===== src/rtl/collision_score_if.sv =====
// Game-side bus for the collision/score block: run request, bird and pipe
// geometry in; play status and BCD scores out.
interface collision_score_if;
    logic        Start;
    logic [9:0]  BirdPosY;
    logic [9:0]  PipePosXA;
    logic [9:0]  PipePosYA;
    logic [9:0]  PipePosXB;
    logic [9:0]  PipePosYB;
    logic        Playing;
    logic        Lost;
    logic        ScoreTick;
    logic [15:0] Score;
    logic [15:0] HighScore;

    modport master (
        output Start, BirdPosY, PipePosXA, PipePosYA, PipePosXB, PipePosYB,
        input  Playing, Lost, ScoreTick, Score, HighScore
    );

    modport slave (
        input  Start, BirdPosY, PipePosXA, PipePosYA, PipePosXB, PipePosYB,
        output Playing, Lost, ScoreTick, Score, HighScore
    );
endinterface


===== src/rtl/collision_score.sv =====
// Collision detection, pass counting and BCD score/high-score keeping for a
// two-pipe flappy-bird style game.
module collision_score #(
    parameter int unsigned BIRD_X    = 200,
    parameter int unsigned BIRD_SIZE = 20,
    parameter int unsigned PIPE_W    = 60,
    parameter int unsigned GAP_H     = 150,
    parameter int unsigned FLOOR_Y   = 480
) (
    input  logic             Clk,
    input  logic             Reset,
    collision_score_if.slave bus
);

    localparam logic [10:0] BX    = 11'(BIRD_X);
    localparam logic [10:0] BSZ   = 11'(BIRD_SIZE);
    localparam logic [10:0] PW    = 11'(PIPE_W);
    localparam logic [10:0] GH    = 11'(GAP_H);
    localparam logic [10:0] FLOOR = 11'(FLOOR_Y);

    typedef enum logic [1:0] {
        IDLE = 2'd0,
        PLAY = 2'd1,
        LOST = 2'd2
    } state_t;

    state_t      state;
    state_t      state_next;
    logic [9:0]  prev_xa;
    logic [9:0]  prev_xb;
    logic [15:0] score;
    logic [15:0] high_score;
    logic        score_tick;

    logic [10:0] by;
    logic        hit_a;
    logic        hit_b;
    logic        floor_hit;
    logic        collision;
    logic        pass_a;
    logic        pass_b;
    logic [15:0] score_inc1;
    logic [15:0] score_inc2;

    // Bird box overlaps pipe columns horizontally but lies outside the gap.
    function automatic logic pipe_hit(input logic [10:0] x, input logic [10:0] y,
                                      input logic [10:0] b);
        logic overlap;
        logic miss;
        overlap = (x < BX + BSZ) && (x + PW > BX);
        miss    = (b < y) || (b + BSZ > y + GH);
        return overlap && miss;
    endfunction

    // Pipe right edge moved from at/after the bird's left edge to before it;
    // a rightward jump is a wrap-around and never scores.
    function automatic logic pipe_pass(input logic [10:0] prev, input logic [10:0] x);
        return (prev + PW >= BX) && (x + PW < BX) && (x <= prev);
    endfunction

    // One saturating BCD step; 9999 stays 9999.
    function automatic logic [15:0] bcd_inc(input logic [15:0] v);
        logic [15:0] r;
        logic        carry;
        r     = v;
        carry = 1'b1;
        if (v != 16'h9999) begin
            for (int unsigned i = 0; i < 4; i++) begin
                if (carry) begin
                    if (r[4*i +: 4] == 4'd9) begin
                        r[4*i +: 4] = 4'd0;
                    end else begin
                        r[4*i +: 4] = r[4*i +: 4] + 4'd1;
                        carry       = 1'b0;
                    end
                end
            end
        end
        return r;
    endfunction

    assign by         = {1'b0, bus.BirdPosY};
    assign hit_a      = pipe_hit({1'b0, bus.PipePosXA}, {1'b0, bus.PipePosYA}, by);
    assign hit_b      = pipe_hit({1'b0, bus.PipePosXB}, {1'b0, bus.PipePosYB}, by);
    assign floor_hit  = (by + BSZ >= FLOOR);
    assign collision  = hit_a || hit_b || floor_hit;
    assign pass_a     = pipe_pass({1'b0, prev_xa}, {1'b0, bus.PipePosXA});
    assign pass_b     = pipe_pass({1'b0, prev_xb}, {1'b0, bus.PipePosXB});
    assign score_inc1 = bcd_inc(score);
    assign score_inc2 = bcd_inc(score_inc1);

    // State register.
    always_ff @(posedge Clk or posedge Reset) begin
        if (Reset) begin
            state <= IDLE;
        end else begin
            state <= state_next;
        end
    end

    // Next-state decode; collision takes priority over a Start drop in PLAY.
    always_comb begin
        state_next = state;
        case (state)
            IDLE: if (bus.Start) state_next = PLAY;
            PLAY: begin
                if (collision) begin
                    state_next = LOST;
                end else if (!bus.Start) begin
                    state_next = IDLE;
                end
            end
            LOST: if (!bus.Start) state_next = IDLE;
            default: state_next = IDLE;
        endcase
    end

    // Previous pipe positions, sampled every edge for pass detection.
    always_ff @(posedge Clk or posedge Reset) begin
        if (Reset) begin
            prev_xa <= '1;
            prev_xb <= '1;
        end else begin
            prev_xa <= bus.PipePosXA;
            prev_xb <= bus.PipePosXB;
        end
    end

    // Score, tick and high score; scoring only on a surviving PLAY edge.
    always_ff @(posedge Clk or posedge Reset) begin
        if (Reset) begin
            score      <= '0;
            high_score <= '0;
            score_tick <= 1'b0;
        end else begin
            score_tick <= 1'b0;
            case (state)
                IDLE: if (bus.Start) score <= '0;
                PLAY: begin
                    if (collision) begin
                        if (score > high_score) high_score <= score;
                    end else if (bus.Start && (pass_a || pass_b) && (score != 16'h9999)) begin
                        score      <= (pass_a && pass_b) ? score_inc2 : score_inc1;
                        score_tick <= 1'b1;
                    end
                end
                default: ;
            endcase
        end
    end

    assign bus.Playing   = (state == PLAY);
    assign bus.Lost      = (state == LOST);
    assign bus.ScoreTick = score_tick;
    assign bus.Score     = score;
    assign bus.HighScore = high_score;

endmodule

===== src/flat_wrapper.sv =====
// flat-port wrapper written by rule: the top's interface ports become plain ports
module collision_score_flat 
#(
    parameter int unsigned BIRD_X    = 200,
    parameter int unsigned BIRD_SIZE = 20,
    parameter int unsigned PIPE_W    = 60,
    parameter int unsigned GAP_H     = 150,
    parameter int unsigned FLOOR_Y   = 480
)
  (Clk, Reset, bus_Start, bus_BirdPosY, bus_PipePosXA, bus_PipePosYA, bus_PipePosXB, bus_PipePosYB, bus_Playing, bus_Lost, bus_ScoreTick, bus_Score, bus_HighScore);
  collision_score_if bus_i ();
  input  logic Clk;
  input  logic Reset;
  input wire logic [$bits(bus_i.Start)-1:0] bus_Start;
  input wire logic [$bits(bus_i.BirdPosY)-1:0] bus_BirdPosY;
  input wire logic [$bits(bus_i.PipePosXA)-1:0] bus_PipePosXA;
  input wire logic [$bits(bus_i.PipePosYA)-1:0] bus_PipePosYA;
  input wire logic [$bits(bus_i.PipePosXB)-1:0] bus_PipePosXB;
  input wire logic [$bits(bus_i.PipePosYB)-1:0] bus_PipePosYB;
  output wire logic [$bits(bus_i.Playing)-1:0] bus_Playing;
  output wire logic [$bits(bus_i.Lost)-1:0] bus_Lost;
  output wire logic [$bits(bus_i.ScoreTick)-1:0] bus_ScoreTick;
  output wire logic [$bits(bus_i.Score)-1:0] bus_Score;
  output wire logic [$bits(bus_i.HighScore)-1:0] bus_HighScore;
  assign bus_i.Start = bus_Start;
  assign bus_i.BirdPosY = bus_BirdPosY;
  assign bus_i.PipePosXA = bus_PipePosXA;
  assign bus_i.PipePosYA = bus_PipePosYA;
  assign bus_i.PipePosXB = bus_PipePosXB;
  assign bus_i.PipePosYB = bus_PipePosYB;
  assign bus_Playing = bus_i.Playing;
  assign bus_Lost = bus_i.Lost;
  assign bus_ScoreTick = bus_i.ScoreTick;
  assign bus_Score = bus_i.Score;
  assign bus_HighScore = bus_i.HighScore;
  collision_score #(.BIRD_X(BIRD_X), .BIRD_SIZE(BIRD_SIZE), .PIPE_W(PIPE_W), .GAP_H(GAP_H), .FLOOR_Y(FLOOR_Y)) u_core (.Clk(Clk), .Reset(Reset), .bus(bus_i));
endmodule

===== config.mk =====
export PLATFORM = sky130hd
export DESIGN_NAME = collision_score_flat
export DESIGN_NICKNAME = d
export VERILOG_FILES = /design/src/rtl/collision_score_if.sv /design/src/rtl/collision_score.sv /design/src/flat_wrapper.sv
export SDC_FILE = /design/constraint.sdc
export NUM_CORES = 1
export LEC_CHECK = 0
export CAP_MARGIN = 20
export CELL_PAD_IN_SITES_DETAIL_PLACEMENT = 1
export CELL_PAD_IN_SITES_GLOBAL_PLACEMENT = 1
export CORE_MARGIN = 2
export CORE_UTILIZATION = 38
export DETAILED_ROUTE_END_ITERATION = 7
export GPL_ROUTABILITY_DRIVEN = 0
export PLACE_DENSITY = 0.78
export SLEW_MARGIN = 25
export SYNTH_ARGS = -nofsm -noshare
export SYNTH_HDL_FRONTEND = slang
export SYNTH_SLANG_ARGS = --single-unit

===== constraint.sdc =====
create_clock -name Clk -period 3.17 [get_ports Clk]
set_clock_uncertainty 0.1 [all_clocks]
set_input_delay 0.317 -clock Clk [delete_from_list [all_inputs] [get_ports Clk]]
set_output_delay 0.317 -clock Clk [all_outputs]
set_load 0.05 [all_outputs]

## Word-level counts from Yosys, hierarchy flattened

Index checks and enable logic that the tools add are counted.

| word-level totals | value |
|---|---|
| register bits | 55 |
| output and inout port bits | 35 |

| operators by class | value |
|---|---|
| add/sub/neg operators | 15 |
| $lt $le $gt $ge | 16 |
| equal/unequal tests | 15 |
| multiplexer cells | 44 |
| reduce and logical (&&, ||, !) cells | 20 |

Operators with widths:

| kind | number |
|---|---|
| $mux 16 | 6 |
| $mux 4 | 14 |
| $add 10x6->11 const B | 4 |
| $add 4x1->4 const B | 8 |
| $eq 4x4->1 const B | 8 |
| $ne 16x16->1 const B | 2 |
| $pmux 16 s2 | 1 |
| $add 10x8->11 const B | 2 |
| $ge 11x8->1 const B | 2 |
| $gt 11x11->1 | 2 |
| $gt 11x8->1 const B | 2 |
| $lt 11x8->1 const B | 2 |
| $le 10x10->1 | 2 |
| $lt 10x10->1 | 2 |
| $lt 10x8->1 const B | 2 |
| $mux 1 | 19 |
| $gt 16x16->1 | 1 |
| $add 10x5->11 const B | 1 |
| $ge 11x9->1 const B | 1 |
| $logic_and 1x1->1 | 11 |
| $mux 2 | 3 |
| $pmux 2 s3 | 1 |
| $logic_or 1x1->1 | 5 |
| $ne 2x2->1 const B | 2 |
| 7 further kinds | 7 |

## Longest topological paths before layout

| depth | value |
|---|---|
| depth after elaboration | 22 |
| depth in mapped cells | 18 |
| depth with buffers taken out | 16 |

## Least setup slack after synthesis

OpenSTA, ideal clock, no wires.

| timing path | value |
|---|---|
| path type | reg-to-reg |
| from | register u_core.score[1] (netlist: u_core.bus.Score[1]) |
| to | register u_core.score[14] (netlist: u_core.bus.Score[14]) |
| library setup time | 0.124 ns |
| data arrival time | 3.206 ns |
| data required time | 2.946 ns |
| slack | -0.260 ns |
| cell stages (with the launch flop) | 17 |
| path buffers | 2 |
| period minus slack after synthesis | 3.430 ns |
| cells stage by stage | dfrtp_1 -> inv_1 -> ha_1 -> and3b_1 -> buf_4 -> o21ai_0 -> a21oi_1 -> inv_1 -> ha_1 -> o211a_1 -> nor3b_1 -> and2_1 -> buf_2 -> nand3_1 -> or3_1 -> mux2i_1 -> o21ai_1 |

| between the ends | value |
|---|---|
| longest elaborated chain between the ends | 17 |
| elaborated cells on any way between the ends | 38 |

Ends and longest elaborated chain:

| element | RTL line | text |
|---|---|---|
| start, declared | collision_score.sv:31 | `logic [15:0] score;` |
| start signal, assigned | collision_score.sv:143 | `score <= (pass_a && pass_b) ? score_inc2 : score_inc1;` |
| $eq 4x4->1 | collision_score.sv:70 | `if (r[4*i +: 4] == 4'd9) begin` |
| $mux 1 | collision_score.sv:70 |  |
| $mux 1 | collision_score.sv:67 | `if (v != 16'h9999) begin` |
| $mux 1 or $mux 4 (tied branches) | collision_score.sv:69 | `if (carry) begin` |
| $mux 1 or $mux 16 (tied branches) | collision_score.sv:67 |  |
| $mux 1 (tied with other cells) | collision_score.sv:69 |  |
| $mux 1 (tied with other cells) | collision_score.sv:67 |  |
| $mux 4 (tied with other cells) | collision_score.sv:69 |  |
| $mux 16 (tied with other cells) | collision_score.sv:67 |  |
| $add 4x1->4 (tied with other cells) | collision_score.sv:73 | `r[4*i +: 4] = r[4*i +: 4] + 4'd1;` |
| $mux 4 or $mux 1 (tied branches) | collision_score.sv:70, collision_score.sv:67 |  |
| $mux 4 | collision_score.sv:69 |  |
| $mux 16 | collision_score.sv:67 |  |
| $mux 16 | collision_score.sv:143 |  |
| $mux 16 | collision_score.sv:142 | `end else if (bus.Start && (pass_a \|\| pass_b) && (score != 16'h9999)) begin` |
| $mux 16 | collision_score.sv:140 | `if (collision) begin` |
| $pmux 16 s2 | collision_score.sv:137 | `case (state)` |

Several ways; a longest one is shown, not always the timed one. The select of a mux whose other input is x is not followed.
A chain may end at the register's enable or synchronous reset.

## Final worst setup path

| timing path | value |
|---|---|
| from | register u_core.score[13] (netlist: u_core.bus.Score[13]) |
| to | register u_core.score[8] (netlist: u_core.bus.Score[8]) |

| between the ends | value |
|---|---|
| longest elaborated chain between the ends | 13 |
| elaborated cells on any way between the ends | 26 |

Ends and longest elaborated chain:

| element | RTL line |
|---|---|
| $ne 16x16->1 | collision_score.sv:67, collision_score.sv:142 |
| $mux 16 | collision_score.sv:67 |
| $eq 4x4->1 | collision_score.sv:70 |
| $mux 1 | collision_score.sv:70 |
| $mux 1 | collision_score.sv:67 |
| $mux 1 | collision_score.sv:69 |
| $mux 1 | collision_score.sv:67 |
| $mux 4 | collision_score.sv:69 |
| $mux 16 | collision_score.sv:67 |
| $mux 16 | collision_score.sv:143 |
| $mux 16 | collision_score.sv:142 |
| $mux 16 | collision_score.sv:140 |
| $pmux 16 s2 | collision_score.sv:137 |

Several ways; a longest one is shown, not always the timed one. The select of a mux whose other input is x is not followed.

==> results.md <==
- The flow ran to the end, but the final reports show violations.
- The checks that failed: negative setup slack.
- The type of element launching the critical path is a flop.
- Data arrives at the worst endpoint at 3.42 ns.
- The number of flops mapped to enable cells by yosys is 0.
- The arithmetic-cell share of the synthesized area counting full adders, half adders and majority gates is 0.2210.
- The peak ir drop on the vdd network is 0.0002220 V.
- Counting the buffers created by CTS gives 5.
- The actual slew at the worst max-slew pin is 0.9314 ns.
- The fraction of the mapped netlist area in compound gates was 0.1925.
- Counting every net in the synthesized netlist gives 842.
- The final antenna-violating net count is 0.
- The critical path in this run is classified as flop to flop.
- The count of different cell masters after synthesis is 71.
- Sorting the synthesized cells by area gives the leading types as sky130_fd_sc_hd__ha_1 (22%), sky130_fd_sc_hd__dfrtp_1 (15%), sky130_fd_sc_hd__dfstp_2 (9.0%).
- The via count is 6,750.
- The total power after layout is 2.240 mW.
- Of the total synthesized cell area, the portion taken by XOR and XNOR cells is 0.04807.
- The biggest area contributor in the post-synthesis netlist is sky130_fd_sc_hd__ha_1.
- The starting density of the core is 0.3864.
- By area, the combinational part of the netlist is dominated by adder cells.
- The number of cells on the worst reg-to-reg path is 16.
- Setup repair after global routing could not meet its margin everywhere.
- The H-tree was split into 2 levels.
- The worst pin sits at a relative slew slack of 0.3768.
- The ratio of total power to cell area is 243.2 nW/µm².
- From synthesis to final layout, the design area changed by 57.94%.
- The static power due to leakage is 4.221 nW.
- The leading register cell type out of synthesis is sky130_fd_sc_hd__dfrtp_1.
- After detailed routing, the number of vias per cell comes to 5.885.
- Synthesis produced a netlist whose cell count is 686.
- TritonCTS built the clock tree.
- No sink is reached through more buffers than the 2 on the longest clock path.
- The global-route wire length before repair is 35.64 mm.
- The share of synthesized area in the top cell type comes to 0.2210.
- The floorplan has 45 rows.
- The final routed wire length divided by cell count is 22.85 µm.
- In this run the horizontal extent of the chip is 127.9 µm.
- The via count of the first global-routing pass is 7,161.
- The share of synthesized cell area in and, or, nand and nor gates is 0.1987.
- In this run the worst path has a maximum fanout of 4.
- The final-report setup violation count is 31.
- The post-route DRC violation count is 0.
- The share of final-layout standard cells stronger than drive strength 1 is 0.3858.
- The accumulated negative setup slack is -1.605 ns.
- The cell count after placement is 1,109.
- The number of optimization iterations in the first detailed-route pass is 5.
- STA classifies the critical path endpoint as a flop.
- The die covers 16,350 µm².
- The clock tree root buffer cell is sky130_fd_sc_hd__clkbuf_16.
- The required time at the endpoint of the critical path is 3.29 ns.
- The die extent in y is 127.9 µm.
- After clock tree synthesis, the clock-pin slew on the worst setup and hold paths is 0.08 ns.
- The per-instance average area after synthesis is 8.499 µm².
- Across every metal layer, demand over resource in global routing totals 0.2705.
- The detailed-placement wirelength estimate is 17.39 mm.
- At the later pin of the worst-skew pair, clock insertion delay measures 0.30 ns.
- For this run, asynchronously set or reset flops after synthesis account for 1.000.
- Input and output buffers added on the ports amount to 87.
- The post-route minimum period is 3.297 ns.
- 88 I/O pins were placed.
- After global routing the overflow that remains totals 0.
- The most instantiated library cell after synthesis is sky130_fd_sc_hd__ha_1.
- The path class of the tightest hold or removal check is input pin to flop.
- The number of max-slew violations in the final report was 0.
- The number of sinks on the clock net is 55.
- The number of warnings printed during yosys synthesis is 0.
- The initial detailed-routing violation count is 399.
- The share of the Yosys chip area taken by registers is 0.2403.
- After synthesis the netlist holds a flip-flop and latch count of 55.
- Across all setup checks in the final design, the least slack found is -0.1268 ns.
- The multiplexer area fraction after synthesis is 0.03648.
- The filler cell count is 1,726.
- The core region area is 15,090 µm².
- For this design, the CTS-stage hold fixing added 0 buffers.
- Leaving out filler cells and counting taps, the final layout contains 1,147.
- Summing every instance area after synthesis gives 5831 µm².
- The hold violation count in the final report is 0.
- In the final design database the tool counted 1,114 nets.
- The final core utilization is 0.6103.
- Along the worst hold path, the cell count comes to 1.
- The largest net degree at the start of global routing is 37.
- The overall routed net length is 26.21 mm.
- The initial antenna violation count is 0.
- 0 antenna diodes ended up in the layout.
- The tool flagged a number of max-cap violations equal to 0.
- The final critical-path share of the clock period is 1.040.
- By count the netlist is led by sky130_fd_sc_hd__ha_1 (103), sky130_fd_sc_hd__inv_1 (83), sky130_fd_sc_hd__nor2_1 (46).
- The highest clock rate is 0.3033 GHz.
[kinds of logic after synthesis]
group,count (synthesis)
AO/OA/AOI/OAI,169
flip-flops,55
multiplexers,20
buffers and inverters,93
XOR/XNOR,32
adder cells (fa/ha/maj),103
AND/OR/NAND/NOR,214
[routing by layer]
layer	global-route usage	up-vias	routed length, µm
li1	-	3026	-
met1	0.3011	3365	10110
met2	0.5392	266	13910
met3	0.02671	93	1091
met4	0.07628	0	1093
met5	0	-	0
[worst paths after layout]
| path | slack [ns] | endpoint | from |
|---|---|---|---|
| min reg2reg | 0.42 | u_core.state[0] | u_core.state[0] |
| max | -0.13 | u_core.bus.Score[8] | u_core.bus.Score[13] |
| min | 0.16 | u_core.prev_xb[2] | bus_PipePosXB[2] |
| max reg2reg | -0.13 | u_core.bus.Score[8] | u_core.bus.Score[13] |
| max in group asynchronous | 1.69 | u_core.prev_xa[1] | Reset |
| min in group asynchronous | 0.41 | u_core.bus.Score[12] | Reset |
[critical path: stages (launching register included)]
cell,delay [ns]
sky130_fd_sc_hd__dfrtp_2,0.43
sky130_fd_sc_hd__inv_1,0.10
sky130_fd_sc_hd__ha_2,0.19
sky130_fd_sc_hd__and3b_2,0.24
sky130_fd_sc_hd__nand2_2,0.11
sky130_fd_sc_hd__o21ai_4,0.18
sky130_fd_sc_hd__a21oi_2,0.08
sky130_fd_sc_hd__inv_1,0.08
sky130_fd_sc_hd__ha_1,0.17
sky130_fd_sc_hd__o211a_1,0.21
sky130_fd_sc_hd__nor3b_4,0.28
sky130_fd_sc_hd__and2_4,0.23
sky130_fd_sc_hd__buf_4,0.14
sky130_fd_sc_hd__nand4_1,0.17
sky130_fd_sc_hd__xnor2_1,0.22
sky130_fd_sc_hd__nand2_1,0.08
sky130_fd_sc_hd__o21ai_2,0.21
[power by group]
| group | total, mW | internal (mW) | switching, mW |
|---|---|---|---|
| logic | 0.896 | 0.412 | 0.484 |
| registers | 0.759 | 0.733 | 0.0266 |
| clock network | 0.584 | 0.294 | 0.290 |
[timing repair]
action / CTS / global route
gates cloned: 1 / 0
hold endpoints to repair: 0 / 0
pin swaps: 35 / 44
setup buffers: 10 / 21
resized for setup: 82 / 121
setup endpoints to repair: 35 / 35
[stage by stage]
step                      area (µm²)  setup slack (ns)  hold slack, ns
final                           9209           -0.1268          0.1624
after floorplan                 5917          -0.03543          0.2215
after detailed placement        8150            -1.079          0.4011
after CTS                       8569          0.006031          0.3718
after global placement          8150           -0.8522          0.3648
after global routing            9209           -0.2641          0.1616
[flip-flops by register name, summed over array words and instances, names as in the netlist]
name and cells:
u_core.bus.HighScore 16, u_core.bus.Score 16, u_core.bus.ScoreTick 1, u_core.prev_xa 10, u_core.prev_xb 10, u_core.state 2
[area by class of cell]
type	count	area [µm²]	area share
clock buffer	6	128.9	0.01399
clock inverter	2	12.51	0.001359
inverter	83	331.6	0.03601
multi-input combinational	539	4782	0.5193
sequential	55	1415	0.1537
tap	188	235.2	0.02554
timing repair buffer	274	2303	0.2501
[layout by cell type (no fill, tap or decap), types with 21 or more instances in the layout]
cell,Yosys,layout
sky130_fd_sc_hd__nand4_1,21,21
sky130_fd_sc_hd__a21oi_1,38,25
sky130_fd_sc_hd__nor2_1,46,42
sky130_fd_sc_hd__inv_1,83,67
sky130_fd_sc_hd__nand3_1,27,25
sky130_fd_sc_hd__ha_1,103,85
sky130_fd_sc_hd__clkdlybuf4s50_1,0,68
sky130_fd_sc_hd__buf_4,3,176
sky130_fd_sc_hd__nand2_1,42,39
sky130_fd_sc_hd__o21ai_0,39,25
sky130_fd_sc_hd__dfrtp_1,35,24
Power figures use the tool's default switching activity.
